### src/rtl/hmj_ld_pkg.sv
// hmj_ld_pkg: shared state encodings, mode codes and data width
// for the dual-radar measurement scheduler.
package hmj_ld_pkg;

  localparam int DW = 20;

  typedef enum logic [1:0] {
    IDLE      = 2'd0,
    WAIT_TICK = 2'd1,
    REQ       = 2'd2,
    WAIT_RSP  = 2'd3
  } state_t;

  localparam logic [1:0] MODE_RR   = 2'd0;
  localparam logic [1:0] MODE_R1   = 2'd1;
  localparam logic [1:0] MODE_R2   = 2'd2;
  localparam logic [1:0] MODE_HOLD = 2'd3;

endpackage

### src/rtl/hmj_ld_tick_gen.sv
// hmj_ld_tick_gen: enable-gated slot period counter.
// Emits a single-cycle tick on the last count of each period.
module hmj_ld_tick_gen #(
  parameter int PERIOD_CYC = 5_000_000,
  localparam int CW = $clog2(PERIOD_CYC)
) (
  input  logic clk,
  input  logic rst_n,
  input  logic en,
  output logic tick
);

  logic [CW-1:0] cnt;

  assign tick = en && (cnt == CW'(PERIOD_CYC - 1));

  always_ff @(posedge clk or negedge rst_n) begin
    if (!rst_n) begin
      cnt <= '0;
    end else if (!en || tick) begin
      cnt <= '0;
    end else begin
      cnt <= cnt + 1'b1;
    end
  end

endmodule

### src/rtl/hmj_ld_scheduler.sv
// hmj_ld_scheduler: time-slotted request sequencer for two radar
// front ends, with response latch, link-fault tracking and alarm.
module hmj_ld_scheduler
  import hmj_ld_pkg::*;
#(
  parameter int DW          = hmj_ld_pkg::DW,
  parameter int PERIOD_CYC  = 5_000_000,
  parameter int TIMEOUT_CYC = 2_500_000,
  parameter int MISS_MAX    = 3,
  parameter int NEAR_MIN    = 3,
  parameter int NEAR_MAX    = 35
) (
  input  logic          i_sys_clk,
  input  logic          i_sys_rst_n,
  input  logic          i_en,
  input  logic [1:0]    i_mode,
  output logic [1:0]    o_req,
  input  logic [1:0]    i_vld,
  input  logic [DW-1:0] i_jl1,
  input  logic [DW-1:0] i_jl2,
  input  logic [DW-1:0] i_sd1,
  input  logic [DW-1:0] i_sd2,
  output logic [DW-1:0] o_jl,
  output logic [DW-1:0] o_sd,
  output logic          o_src,
  output logic          o_upd,
  output logic [1:0]    o_fault,
  output logic          o_alarm,
  output logic          o_busy
);

  localparam int TW = $clog2(TIMEOUT_CYC + 1);
  localparam int MW = $clog2(MISS_MAX + 1);

  state_t        state;
  state_t        state_nxt;
  logic          tick;
  logic          issue;
  logic          accept;
  logic          tmo;
  logic          tgt;
  logic          tgt_sel;
  logic          rr_ptr;
  logic [TW-1:0] tcnt;
  logic [MW-1:0] miss [2];
  logic [DW-1:0] last_jl [2];
  logic [DW-1:0] jl_sel;
  logic [DW-1:0] sd_sel;
  logic [1:0]    near;

  hmj_ld_tick_gen #(
    .PERIOD_CYC(PERIOD_CYC)
  ) u_tick (
    .clk  (i_sys_clk),
    .rst_n(i_sys_rst_n),
    .en   (i_en),
    .tick (tick)
  );

  assign jl_sel = tgt ? i_jl2 : i_jl1;
  assign sd_sel = tgt ? i_sd2 : i_sd1;
  assign o_busy = (state == REQ) || (state == WAIT_RSP);

  // A faulted link cannot raise the alarm from its stale distance.
  assign near[0] = !o_fault[0]
                && (last_jl[0] > DW'(NEAR_MIN))
                && (last_jl[0] < DW'(NEAR_MAX));
  assign near[1] = !o_fault[1]
                && (last_jl[1] > DW'(NEAR_MIN))
                && (last_jl[1] < DW'(NEAR_MAX));

  always_ff @(posedge i_sys_clk or negedge i_sys_rst_n) begin
    if (!i_sys_rst_n) begin
      state <= IDLE;
    end else begin
      state <= state_nxt;
    end
  end

  always_comb begin
    state_nxt = state;
    issue     = 1'b0;
    accept    = 1'b0;
    tmo       = 1'b0;
    tgt_sel   = rr_ptr;
    unique case (1'b1)
      (i_mode == MODE_R1): tgt_sel = 1'b0;
      (i_mode == MODE_R2): tgt_sel = 1'b1;
      default:             tgt_sel = rr_ptr;
    endcase
    unique case (state)
      IDLE: begin
        if (i_en) state_nxt = WAIT_TICK;
      end
      WAIT_TICK: begin
        if (!i_en) begin
          state_nxt = IDLE;
        end else if (tick && (i_mode != MODE_HOLD)) begin
          issue     = 1'b1;
          state_nxt = REQ;
        end
      end
      REQ: begin
        state_nxt = WAIT_RSP;
      end
      WAIT_RSP: begin
        // A frame landing on the timeout cycle still counts.
        accept = i_vld[tgt];
        tmo    = !accept
              && (tcnt == TW'(TIMEOUT_CYC - 1));
        if (accept || tmo) begin
          state_nxt = i_en ? WAIT_TICK : IDLE;
        end
      end
    endcase
  end

  always_ff @(posedge i_sys_clk or negedge i_sys_rst_n) begin
    if (!i_sys_rst_n) begin
      o_req      <= 2'b00;
      o_jl       <= '0;
      o_sd       <= '0;
      o_src      <= 1'b0;
      o_upd      <= 1'b0;
      o_fault    <= 2'b00;
      o_alarm    <= 1'b0;
      tgt        <= 1'b0;
      rr_ptr     <= 1'b0;
      tcnt       <= '0;
      miss[0]    <= '0;
      miss[1]    <= '0;
      last_jl[0] <= '0;
      last_jl[1] <= '0;
    end else begin
      o_req   <= 2'b00;
      o_upd   <= accept;
      o_alarm <= |near;
      if (issue) begin
        o_req <= tgt_sel ? 2'b10 : 2'b01;
        tgt   <= tgt_sel;
        if (i_mode == MODE_RR) rr_ptr <= ~rr_ptr;
      end
      if (state == REQ) begin
        tcnt <= '0;
      end else if (state == WAIT_RSP) begin
        tcnt <= tcnt + 1'b1;
      end
      if (accept) begin
        o_jl         <= jl_sel;
        o_sd         <= sd_sel;
        o_src        <= tgt;
        miss[tgt]    <= '0;
        o_fault[tgt] <= 1'b0;
        last_jl[tgt] <= jl_sel;
      end
      if (tmo) begin
        if (miss[tgt] != MW'(MISS_MAX)) begin
          miss[tgt] <= miss[tgt] + 1'b1;
        end
        if (miss[tgt] >= MW'(MISS_MAX - 1)) begin
          o_fault[tgt] <= 1'b1;
        end
      end
    end
  end

endmodule
### config.mk
export PLATFORM = sky130hd
export DESIGN_NAME = hmj_ld_scheduler
export DESIGN_NICKNAME = d
export VERILOG_FILES = /design/src/rtl/hmj_ld_pkg.sv /design/src/rtl/hmj_ld_tick_gen.sv /design/src/rtl/hmj_ld_scheduler.sv
export SDC_FILE = /design/constraint.sdc
export NUM_CORES = 1
export LEC_CHECK = 0
export BUFFER_PORTS_ARGS = -buffer_cell sky130_fd_sc_hd__buf_2
export CAP_MARGIN = 20
export CORE_MARGIN = 5
export CORE_UTILIZATION = 50
export CTS_CLUSTER_DIAMETER = 30
export DETAILED_ROUTE_END_ITERATION = 8
export GPL_TIMING_DRIVEN = 0
export HOLD_SLACK_MARGIN = 0.12
export PLACE_DENSITY = 0.81
export SLEW_MARGIN = 20
export SYNTH_ARGS = -nofsm -noshare
export SYNTH_HDL_FRONTEND = slang
export SYNTH_SLANG_ARGS = --single-unit
### constraint.sdc
create_clock -name i_sys_clk -period 2.1 [get_ports i_sys_clk]
set_input_delay 0.105 -clock i_sys_clk [delete_from_list [all_inputs] [get_ports i_sys_clk]]
set_output_delay 0.105 -clock i_sys_clk [all_outputs]
set_load 0.03 [all_outputs]
==> parameters.txt <==
Parameter                              Value

STA
  Worst slew slack as a fraction of its limit    roughly half
  Post-Route Hold Slack    0.165 ns
  Worst setup skew after layout    ~0.012 ns
  Post-route setup TNS    -0.332 ns
  Worst Slack Setup Final    -0.111 ns
  Slew Viols, Final    0
  Share of the cycle needed by the critical path after routing    105%
  Transition time at the pin with the least slew margin    roughly 0.78 ns
  Setup repair after global routing missed its margin    true
  Final hold viol count    0
  Time the final worst path needs with I/O delays and setup    roughly 2.2 ns
  Count of final setup violators    4
  Highest clock frequency the design can meet    452 MHz

Global routing
  Pin count of the biggest net entering global routing    98
  Number of global-route vias before repair    ~6300
  Global-route congestion overflow total    0
  Gr usage total    25.2%
  Number of antenna violations at the first check in global routing    0
  Wire length of the first global-routing pass    between 30000 and 40000 µm

Outcome
  Violations in the final reports    negative setup slack
  Result of the run    finished, violations left

CTS
  Number of clock sinks seen by CTS    140
  Clock latency of the later-clocked register in the worst-skew pair    0.42 ns
  Register clock-pin slew on the reported worst setup and hold paths    ~0.06 ns
  Cell at the root of the clock tree    clkbuf_16
  Buffers from clock root to sink, at most    2
  Number of CTS-inserted buffers    17
  Clock tree from TritonCTS    built
  CTS HTree Levels    4

Placement
  Routability congestion estimate from global placement    approximately 0.8
  Post-Place Cell Area    0.00740 mm²
  Half-perimeter wire length of the detailed placement result    roughly 11000 µm
  Quantity of I/O buffers inserted on ports    134

Detailed routing
  Antenna violation net count after detailed routing    0
  WL per Instance    16.6 µm
  Post-Route WL    between 15000 and 20000 µm
  First drt pass iteration count    8
  Avg Vias per Cell    approximately 5.5
  Overall via count from detail_route    6172
  DRC    0
  Initial DRC count    between 400 and 500

Cells and area
  Post-layout instance area    0.00892 mm²
  Net count reported at finish    a little over 1000
  Fraction of final layout cells sized beyond drive strength 1    a little over a fifth
  Area used by sequential logic in the layout    between 0.003 and 0.004 mm²
  Multi-input combinational cell area    around 0.0028 mm²
  Number of filler instances in the final layout    roughly 900
  Area Growth Syn to Fin    38.0%
  Share of the core filled with cells    a little over two thirds

Pwr
  Total power density per cell area    between 600 and 700 mW/mm²
  Peak supply drop    0.562 mV
  Leak    about 4.4 nW

Floorplan
  Die H    around 120 µm
  Num ports    135
  Core outline area    around 0.013 mm²
  Die Span X    about 120 µm
  Starting utilization of the core area    between 50% and 60%
  Row Count    41
  Die outline area    around 0.015 mm²

Synth
  Share of the yosys chip area belonging to registers    54.2%
  Share of the synthesized area in the top cell type    54.2%
  Ys flop type    dfrtp_1
  Cell with the most instances after synthesis    nand2_1
  Leading cell types by count after synthesis    nand2_1, dfrtp_1, o21ai_0
  Count of mapped cells out of synthesis    roughly 690
  Number of flops mapped to enable cells by yosys    0
  Share of flip-flops with an asynchronous set or reset after synthesis    100%
  Synthesized cell area    ~0.0065 mm²
  Yosys reg bits    140
  Warnings, synthesis    0
  Synth area leader    dfrtp_1
  Net count after synthesis    784
  Post-synth cell types    between 40 and 50
  Mean Syn Cell Area    ~9.4 µm²
  Synth area leaders    dfrtp_1, nand2_1, mux2i_1

Worst setup path
  Required time reported for the critical path endpoint    between 2 and 2.5 ns
  FF-to-FF Start    tgt
  Highest fanout seen on the critical path    5
  Slowest cell delay on critical path    0.46 ns
  Crit Path Category    reg -> reg
  Cells along the critical path    buf_6 > and2_4 > or2_4 > ha_4 > nand3b_1 > or4_4 > or2_1 > o311ai_1
  CP arrival    roughly 2.5 ns
  Nature of the critical path startpoint    register
  Setup crit end kind    register
  Slowest-stage cell, CP    or4_4
  R2r endpoint    miss[2]
  Worst r2r path cells    8
  Reg-to-reg setup timing slack    -0.11 ns

Job
  Number of violations of the max-capacitance limit    0

Worst hold path
  Min-Delay Path Class    in -> async
## worst max-delay path, delay by kind of cell (launching register included)
kind	cells	cell delay, ns
flip-flops	1	0.39
adder cells (fa/ha/maj)	1	0.15
AO/OA/AOI/OAI	1	0.22
buffers and inverters	1	0.14
AND/OR/NAND/NOR	5	1.22
## registers in the layout, summed over array words and instances (netlist names), named ones only
name	flops
o_jl	20
rr_ptr	1
miss	4
state	1
last_jl	40
o_sd	20
u_tick.cnt	23
tcnt	22
o_src	1
o_req	2
o_upd	1
o_fault	2
o_alarm	1
tgt	1
## how the worst max path moves through the flow
stage	endpoint	start
floorplan	miss[0]	tgt
global placement	o_jl[7]	i_sys_rst_n
detailed placement	o_sd[19]	state[0]
CTS	miss[0]	tgt
global route	miss[2]	tgt
finish	miss[2]	tgt
## where the power goes
part | internal [W] | switching, W
combinational | 0.000188 | 0.000154
sequential | 0.00271 | 0.00000528
clock | 0.00178 | 0.00116
## cells in the final DEF, fill, tap and decap left out, drive strengths merged, types with 20 or more instances in the layout
cell,count
a21oi,25
a22oi,20
buf,151
clkbuf,47
dfrtp,140
dlygate4sd3,82
mux2i,22
nand2,209
nor2,30
o21ai,36
## cell type report
type / count / area share (%)
clock inverter: 13 / 1.60
tap: 172 / 2.41
buffer: 35 / 1.74
sequential: 140 / 39.3
antenna: 1 / 0.0281
inverter: 11 / 0.463
multi-input combinational: 503 / 31.5
timing repair buffer: 227 / 18.0
clock buffer: 18 / 4.93
## cells by family (layout without fill, tap and decap cells)
| kind of cell | after synthesis | in the layout | synth area share [%] |
|---|---|---|---|
| fa+ha+maj | 6 | 6 | 1.16 |
| xor+xnor | 17 | 17 | 2.30 |
| simple gates | 350 | 350 | 25.5 |
| other cells | 0 | 1 | 0 |
| mux | 27 | 27 | 4.28 |
| buf+inv | 48 | 304 | 2.85 |
| compound gates | 103 | 103 | 9.70 |
| flops | 140 | 140 | 54.2 |
## per-layer routing
layer  vias up  share of wire (%)  global-route usage (%)
met3        52                6.5                    6.04
li1       2888                  -                       -
met5         -                  0                       0
met2       256                 50                    42.2
met1      2976                 41                    31.2
met4         0                3.2                    10.9
## metrics by stage
stage	total power, W	cells	setup WS [ns]
2_1_floorplan	0.00280	691	-0.0468
3_5_place_dp	0.00298	998	-0.314
3_3_place_gp	0.00296	997	-1.02
4_1_cts	0.00601	1116	-0.103
6_report	0.00599	1120	-0.111
5_1_grt	0.00619	1119	-0.171
## what timing repair did
action	CTS	global route
resized for setup	7	16
pin swaps	1	0
buffers inserted	6	4
hold buffers	82	0
setup endpoints to repair	32	51
hold endpoints to repair	223	0
(Power assumes the default switching activity.)
